===== src/rtl/cpu_io_hub.sv =====
// cpu_io_hub: data-side bus hub for the single-cycle CPU.
// Contains a word RAM, N_OUT memory-mapped output channels, a free-running
// cycle counter and a run/drain/halt controller that stops the core a fixed
// number of cycles after the PC reaches LAST_PC or after a software halt write.
// Optional trace output: define CPU_IO_HUB_TRACE_EN to print committed writes
// and the HALTED entry in simulation. It has no effect on port behaviour.
module cpu_io_hub #(
  parameter int          RAM_AW    = 5,
  parameter int          N_OUT     = 2,
  parameter int          OUT_W     = 16,
  parameter int          LAST_PC   = 31,
  parameter int          DRAIN_CYC = 2,
  parameter logic [31:0] IO_BASE   = 32'h8000
) (
  input  logic                   clk,
  input  logic                   rst,
  input  logic [31:0]            instr_addr,
  input  logic [31:0]            mem_addr,
  input  logic [31:0]            mem_data,
  input  logic                   mem_we,
  input  logic                   mem_re,
  output logic [31:0]            mem_rdata,
  output logic                   core_en,
  output logic [N_OUT*OUT_W-1:0] out_data,
  output logic [N_OUT-1:0]       out_stb,
  output logic                   halted
);

  localparam int DEPTH = 1 << RAM_AW;

  // Controller states.
  localparam logic [1:0] ST_RUN    = 2'd0;
  localparam logic [1:0] ST_DRAIN  = 2'd1;
  localparam logic [1:0] ST_HALTED = 2'd2;

  // A zero drain period behaves like a one-cycle drain.
  localparam logic [31:0] DRAIN_LOAD = (DRAIN_CYC < 1) ? 32'd1 : 32'(DRAIN_CYC);
  localparam logic [29:0] LAST_PC_W  = 30'(LAST_PC);

  // I/O word offsets relative to IO_BASE.
  localparam logic [29:0] IO_CNT_WORD  = 30'd64;   // IO_BASE + 0x100
  localparam logic [29:0] IO_HALT_WORD = 30'd65;   // IO_BASE + 0x104

  logic [31:0]            r_ram [DEPTH];
  logic [31:0]            r_rdata;
  logic [N_OUT*OUT_W-1:0] r_out_data;
  logic [N_OUT-1:0]       r_out_stb;
  logic [31:0]            r_cycle;
  logic [1:0]             r_state;
  logic [31:0]            r_drain_cnt;

  logic              w_is_io;
  logic [31:0]       w_io_off;
  logic [29:0]       w_io_word;
  logic [RAM_AW-1:0] w_ram_idx;
  logic              w_wr_ok;
  logic              w_ram_we;
  logic              w_halt_wr;
  logic              w_trigger;
  logic [N_OUT-1:0]  w_ch_we;
  logic [31:0]       w_rd_val;
  logic              w_unused;

  // Address decode shared by the read and write paths.
  assign w_is_io   = (mem_addr >= IO_BASE);
  assign w_io_off  = mem_addr - IO_BASE;
  assign w_io_word = w_io_off[31:2];
  assign w_ram_idx = mem_addr[RAM_AW+1:2];

  // Nothing is written once the core is halted.
  assign w_wr_ok   = mem_we && (r_state != ST_HALTED);
  assign w_ram_we  = w_wr_ok && !w_is_io;
  assign w_halt_wr = w_wr_ok && w_is_io && (w_io_word == IO_HALT_WORD);
  assign w_trigger = (instr_addr[31:2] == LAST_PC_W) || w_halt_wr;

  // Byte-offset bits below word granularity carry no information here.
  assign w_unused = ^{instr_addr[1:0], w_io_off[1:0]};

  // Per-channel write enables.
  always_comb begin
    // NOTE: every always_comb output gets a default first so no latch is inferred.
    w_ch_we = '0;
    for (int i = 0; i < N_OUT; i++) begin
      w_ch_we[i] = w_wr_ok && w_is_io && (w_io_word == 30'(i));
    end
  end

  // Read mux: value presented at the current address, captured on mem_re.
  always_comb begin
    w_rd_val = '0;
    if (!w_is_io) begin
      w_rd_val = r_ram[w_ram_idx];
    end else if (w_io_word == IO_CNT_WORD) begin
      w_rd_val = r_cycle;
    end else if (w_io_word == IO_HALT_WORD) begin
      w_rd_val = {30'b0, (r_state == ST_HALTED), (r_state == ST_DRAIN)};
    end else begin
      for (int i = 0; i < N_OUT; i++) begin
        if (w_io_word == 30'(i)) begin
          w_rd_val = 32'(r_out_data[i*OUT_W +: OUT_W]);
        end
      end
    end
  end

  // Word RAM write port.
  always_ff @(posedge clk) begin
    // NOTE: RAM contents are deliberately not reset so the array maps onto memory primitives.
    if (w_ram_we) begin
      r_ram[w_ram_idx] <= mem_data;
    end
  end

  // Registered read data; holds between reads. Same-edge writes are not yet visible.
  always_ff @(posedge clk) begin
    // NOTE: sequential state uses non-blocking assignments so every flop samples pre-edge values.
    if (rst) begin
      r_rdata <= '0;
    end else if (mem_re) begin
      r_rdata <= w_rd_val;
    end
  end

  // Output channel registers and their one-cycle write strobes.
  always_ff @(posedge clk) begin
    if (rst) begin
      r_out_data <= '0;
      r_out_stb  <= '0;
    end else begin
      r_out_stb <= w_ch_we;
      for (int i = 0; i < N_OUT; i++) begin
        if (w_ch_we[i]) begin
          r_out_data[i*OUT_W +: OUT_W] <= mem_data[OUT_W-1:0];
        end
      end
    end
  end

  // Cycle counter: counts while the core runs or drains, frozen once halted.
  always_ff @(posedge clk) begin
    if (rst) begin
      r_cycle <= '0;
    end else if (r_state != ST_HALTED) begin
      r_cycle <= r_cycle + 32'd1;
    end
  end

  // Run/drain/halt controller. Triggers seen while draining do not restart the count.
  always_ff @(posedge clk) begin
    if (rst) begin
      r_state     <= ST_RUN;
      r_drain_cnt <= '0;
    end else begin
      case (r_state)
        ST_RUN: begin
          if (w_trigger) begin
            r_state     <= ST_DRAIN;
            r_drain_cnt <= DRAIN_LOAD;
          end
        end
        ST_DRAIN: begin
          if (r_drain_cnt <= 32'd1) begin
            r_state <= ST_HALTED;
          end else begin
            r_drain_cnt <= r_drain_cnt - 32'd1;
          end
        end
        ST_HALTED: begin
          r_state <= ST_HALTED;
        end
        default: begin
          r_state <= ST_RUN;
        end
      endcase
    end
  end

`ifdef CPU_IO_HUB_TRACE_EN
  // Simulation trace of committed writes and of the halt event.
  always_ff @(posedge clk) begin
    if (!rst && w_wr_ok) begin
      $display("%4d W> addr:%h data:%h", r_cycle, mem_addr, mem_data);
    end
    if (!rst && (r_state == ST_DRAIN) && (r_drain_cnt <= 32'd1)) begin
      $display("%4d H> cycles:%d", r_cycle, r_cycle + 32'd1);
    end
  end
`else
  // Default build: no trace logic.
`endif

  assign mem_rdata = r_rdata;
  assign out_data  = r_out_data;
  assign out_stb   = r_out_stb;
  assign core_en   = (r_state != ST_HALTED);
  assign halted    = (r_state == ST_HALTED);

endmodule


===== config.mk =====
export PLATFORM = sky130hd
export DESIGN_NAME = cpu_io_hub
export DESIGN_NICKNAME = d
export VERILOG_FILES = /design/src/rtl/cpu_io_hub.sv
export SDC_FILE = /design/constraint.sdc
export NUM_CORES = 1
export LEC_CHECK = 0
export CAP_MARGIN = 20
export CORE_MARGIN = 2
export CORE_UTILIZATION = 50
export CTS_BUF_LIST = sky130_fd_sc_hd__clkbuf_8
export DETAILED_ROUTE_END_ITERATION = 10
export PLACE_DENSITY = 0.68
export SYNTH_ARGS = -nofsm -noshare
export SYNTH_HDL_FRONTEND = slang
export SYNTH_SLANG_ARGS = --single-unit

===== constraint.sdc =====
create_clock -name clk -period 14.5 [get_ports clk]
set_input_delay 2.9 -clock clk [delete_from_list [all_inputs] [get_ports clk]]
set_output_delay 2.9 -clock clk [all_outputs]
set_load 0.03 [all_outputs]

==> summary.md <==
| Metric | Value |
|---|---|
| CTS Sinks | `1,156` |
| # H-tree levels | `4` |
| Post-synth top flop | `edfxtp_1` |
| Post-route non-filler standard cell count | `3,954` |
| Total track usage | `0.2515` |
| Number of global-route vias before repair | `25,110` |
| Routed WL | `116,600 um` |
| Crit path time final | `7.260 ns` |
| Horiz. Die Dim | `303.8 um` |
| Final ANT Viol Nets | `0` |
| Post-synth ARST share | `0` |
| Leakage power | `16.45 nW` |
| Hold buffers post-CTS | `0` |
| Initial DRC count | `2,825` |
| CTS tree | `yes` |
| Initial antenna violation count | `5` |
| Critical setup path kind | `in2reg` |
| Post-DP HPWL | `63,620 um` |
| Num ports | `168` |
| Synth Area per Inst | `19.11 um^2` |
| Clock latency on the worst-skew pair | `0.83 ns` |
| DRC violations left | `0` |
| Syn Std Cell Area | `44,940 um^2` |
| Setup violators final | `0` |
| Die Ht | `303.8 um` |
| Global route overflow | `0` |
| Setup repair after global routing missed its margin | `no` |
| Cell chain of the critical path | `clkdlybuf4s50_1, or4_1, nor4_1, and4_1, nand4b_1, nor2_4, buf_4` |
| Longest Clk Path Bufs | `3` |
| Syn_nets | `2,460` |
| Crit. End Element | `register` |
| Setup TNS | `0 ns` |
| Most frequent cells in the layout | `edfxtp_1 (1,024), mux4_2 (256), clkbuf_8 (197), clkdlybuf4s50_1 (159), dfxtp_1 (132)` |
| CP Launch Type | `input port` |
| F_max | `137.7 MHz` |
| Tcrit/Tclk final | `0.5007` |
| Drt wl/cell | `29.48 um` |
| Maximum capacitance violations | `0` |
| DP Cell Count | `3,605` |
| Fin worst setup slack | `7.240 ns` |
| WP data required | `14.94 ns` |
| Fillers | `6,467` |
| Area after DPL | `48,300 um^2` |
| CTS root buf | `clkbuf_8` |
| Yosys warning count | `0` |
| Post-CTS sizing | `0` |
| Skew final | `0.03952 ns` |
| Finished Core Util | `0.5867` |
| Post-route design area | `52,090 um^2` |
| Share of layout cells above drive strength 1 | `0.2318` |
| Sequential area share after synthesis | `0.7431` |
| Crit path max fanout | `20` |
| Vias/cell | `6.335` |
| Place WS | `6.502 ns` |
| Measured slew at the worst slew-check pin | `1.077 ns` |
| Mapped Cells | `2,352` |
| CTS clock-pin slew for the worst setup and hold paths | `0.05 ns` |
| PortBufs | `163` |
| Num rows | `109` |
| Crit path largest cell delay | `1.05 ns` |
| Commonest non-fill, non-tap cell in the layout | `edfxtp_1` |
| Initial core utilization | `0.5062` |
| Fin. max-slew vios | `0` |
| Max stage delay cell, worst path | `nand4b_1` |
| Seq cells post-synth | `1,156` |
| Nets | `2,746` |
| Critical Path AT | `7.70 ns` |
| Worst vdd ir | `0.08842 mV` |
| Status | `finished clean` |
| Number of synthesized flops with an enable pin | `1,024` |
| Global-route wire length before repair | `168,800 um` |
| Reg-to-reg setup timing slack | `10.22 ns` |
| Gp weighted congestion | `0.8214` |
| Largest net degree at the start of global routing | `133` |
| Setup Buffers After CTS | `0` |
| Max-slew headroom | `0.2779` |
| Fin. Hold Viols | `0` |
| PwrDens | `124.0 nW/um^2` |
| Area Overhead vs Synth | `15.92%` |
| DRT Pass-1 Iters | `6` |
| Yosys cell types | `59` |
| Worst Hold Class | `reg2reg` |
| Die Area | `92,290 um^2` |
| Num CTS Buffers | `177` |
| Core area | `88,780 um^2` |
| Via count | `25,050` |
sequential cells by signal, indices dropped and copies added, names as in the netlist:
name	cells
out_data	32
r_cycle	32
r_drain_cnt	32
r_ram	1024
mem_rdata	32
out_stb	2
r_state	2
worst max-delay path, delay by kind of cell:
kind	cells	cell delay [ns]
buffers and inverters	2	0.98
AND/OR/NAND/NOR	5	3.78
metrics by stage:
| step | power [mW] | hold slack [ns] |
|---|---|---|
| 2_1_floorplan | 3.844 | 0.4398 |
| 3_3_place_gp | 3.967 | 0.4539 |
| 3_5_place_dp | 3.976 | 0.4775 |
| 4_1_cts | 6.491 | 0.4850 |
| 5_1_grt | 6.669 | 0.5061 |
| 6_report | 6.460 | 0.4838 |
synth_stat cells (all sizes together), types with 13 or more instances:
cell	n	area (um^2)
a22o	34	297.8
a31oi	19	118.9
buf	40	191.4
nand4	31	193.9
a22oi	106	795.8
xor2	20	175.2
edfxtp	1024	30750
nor4	14	117.6
nor3	17	95.09
inv	13	48.80
a221oi	18	157.7
a211oi	27	202.7
or3	33	206.5
o21ai	28	140.1
o31ai	25	187.7
mux2i	34	340.3
nand2	21	78.83
a21oi	77	385.4
or4	25	187.7
dfxtp	132	2643
clkbuf	101	379.1
nand3	23	115.1
mux4	256	5766
nor2	145	544.3
layout make-up:
cell class                      instances  area (um^2)  share of cell area
Tap cell                             1165         1458             0.02798
Inverter                               13        48.80           0.0009368
Clock inverter                        131        655.6             0.01259
Timing Repair Buffer                  248         2603             0.04996
Antenna cell                            2        5.005          0.00009608
Sequential cell                      1156        33390              0.6410
Clock buffer                          197         2711             0.05205
Multi-Input combinational cell       1042        11220              0.2154
cell families (layout without fill, tap and decap cells):
family                     after synthesis  after routing  share of synthesized area
AOI/OAI and AO/OA                      348            348                    0.05371
xor gates and xnor gates                29             29                   0.005652
adders and majority gates                8              8                   0.002228
buffers and inverters                  154            589                    0.01378
DFF                                   1156           1156                     0.7431
muxes                                  294            294                     0.1369
other                                    0              2                          0
and+or+nand+nor                        363            363                    0.04469
per-layer routing:
layer / up-vias / share of wire / wire length, um / track usage
li1: 10420 / - / - / -
met1: 13110 / 0.40 / 47130 / 0.3550
met2: 1348 / 0.48 / 56240 / 0.4014
met3: 175 / 0.092 / 10760 / 0.05425
met4: 2 / 0.021 / 2421 / 0.06780
met5: - / 0.000094 / 11 / 0
where the power goes:
group          leakage (nW)  switching, mW  total (mW)  internal, mW
registers              10.3        0.00315        3.63          3.62
clock network          1.95           1.24        2.54          1.30
logic                  4.23          0.168       0.291         0.123
total                  16.5           1.41        6.46          5.05
path summary, 6_finish.rpt:
kind | start | endpoint | depth (start not counted)
worst max-delay path | mem_addr[23] | r_ram[13][22] | 7
worst min-delay path | r_drain_cnt[28] | r_drain_cnt[28] | 2
worst max register to register | r_state[0] | r_ram[13][22] | 6
worst min register to register | r_drain_cnt[28] | r_drain_cnt[28] | 2
(Power assumes the default switching activity.)
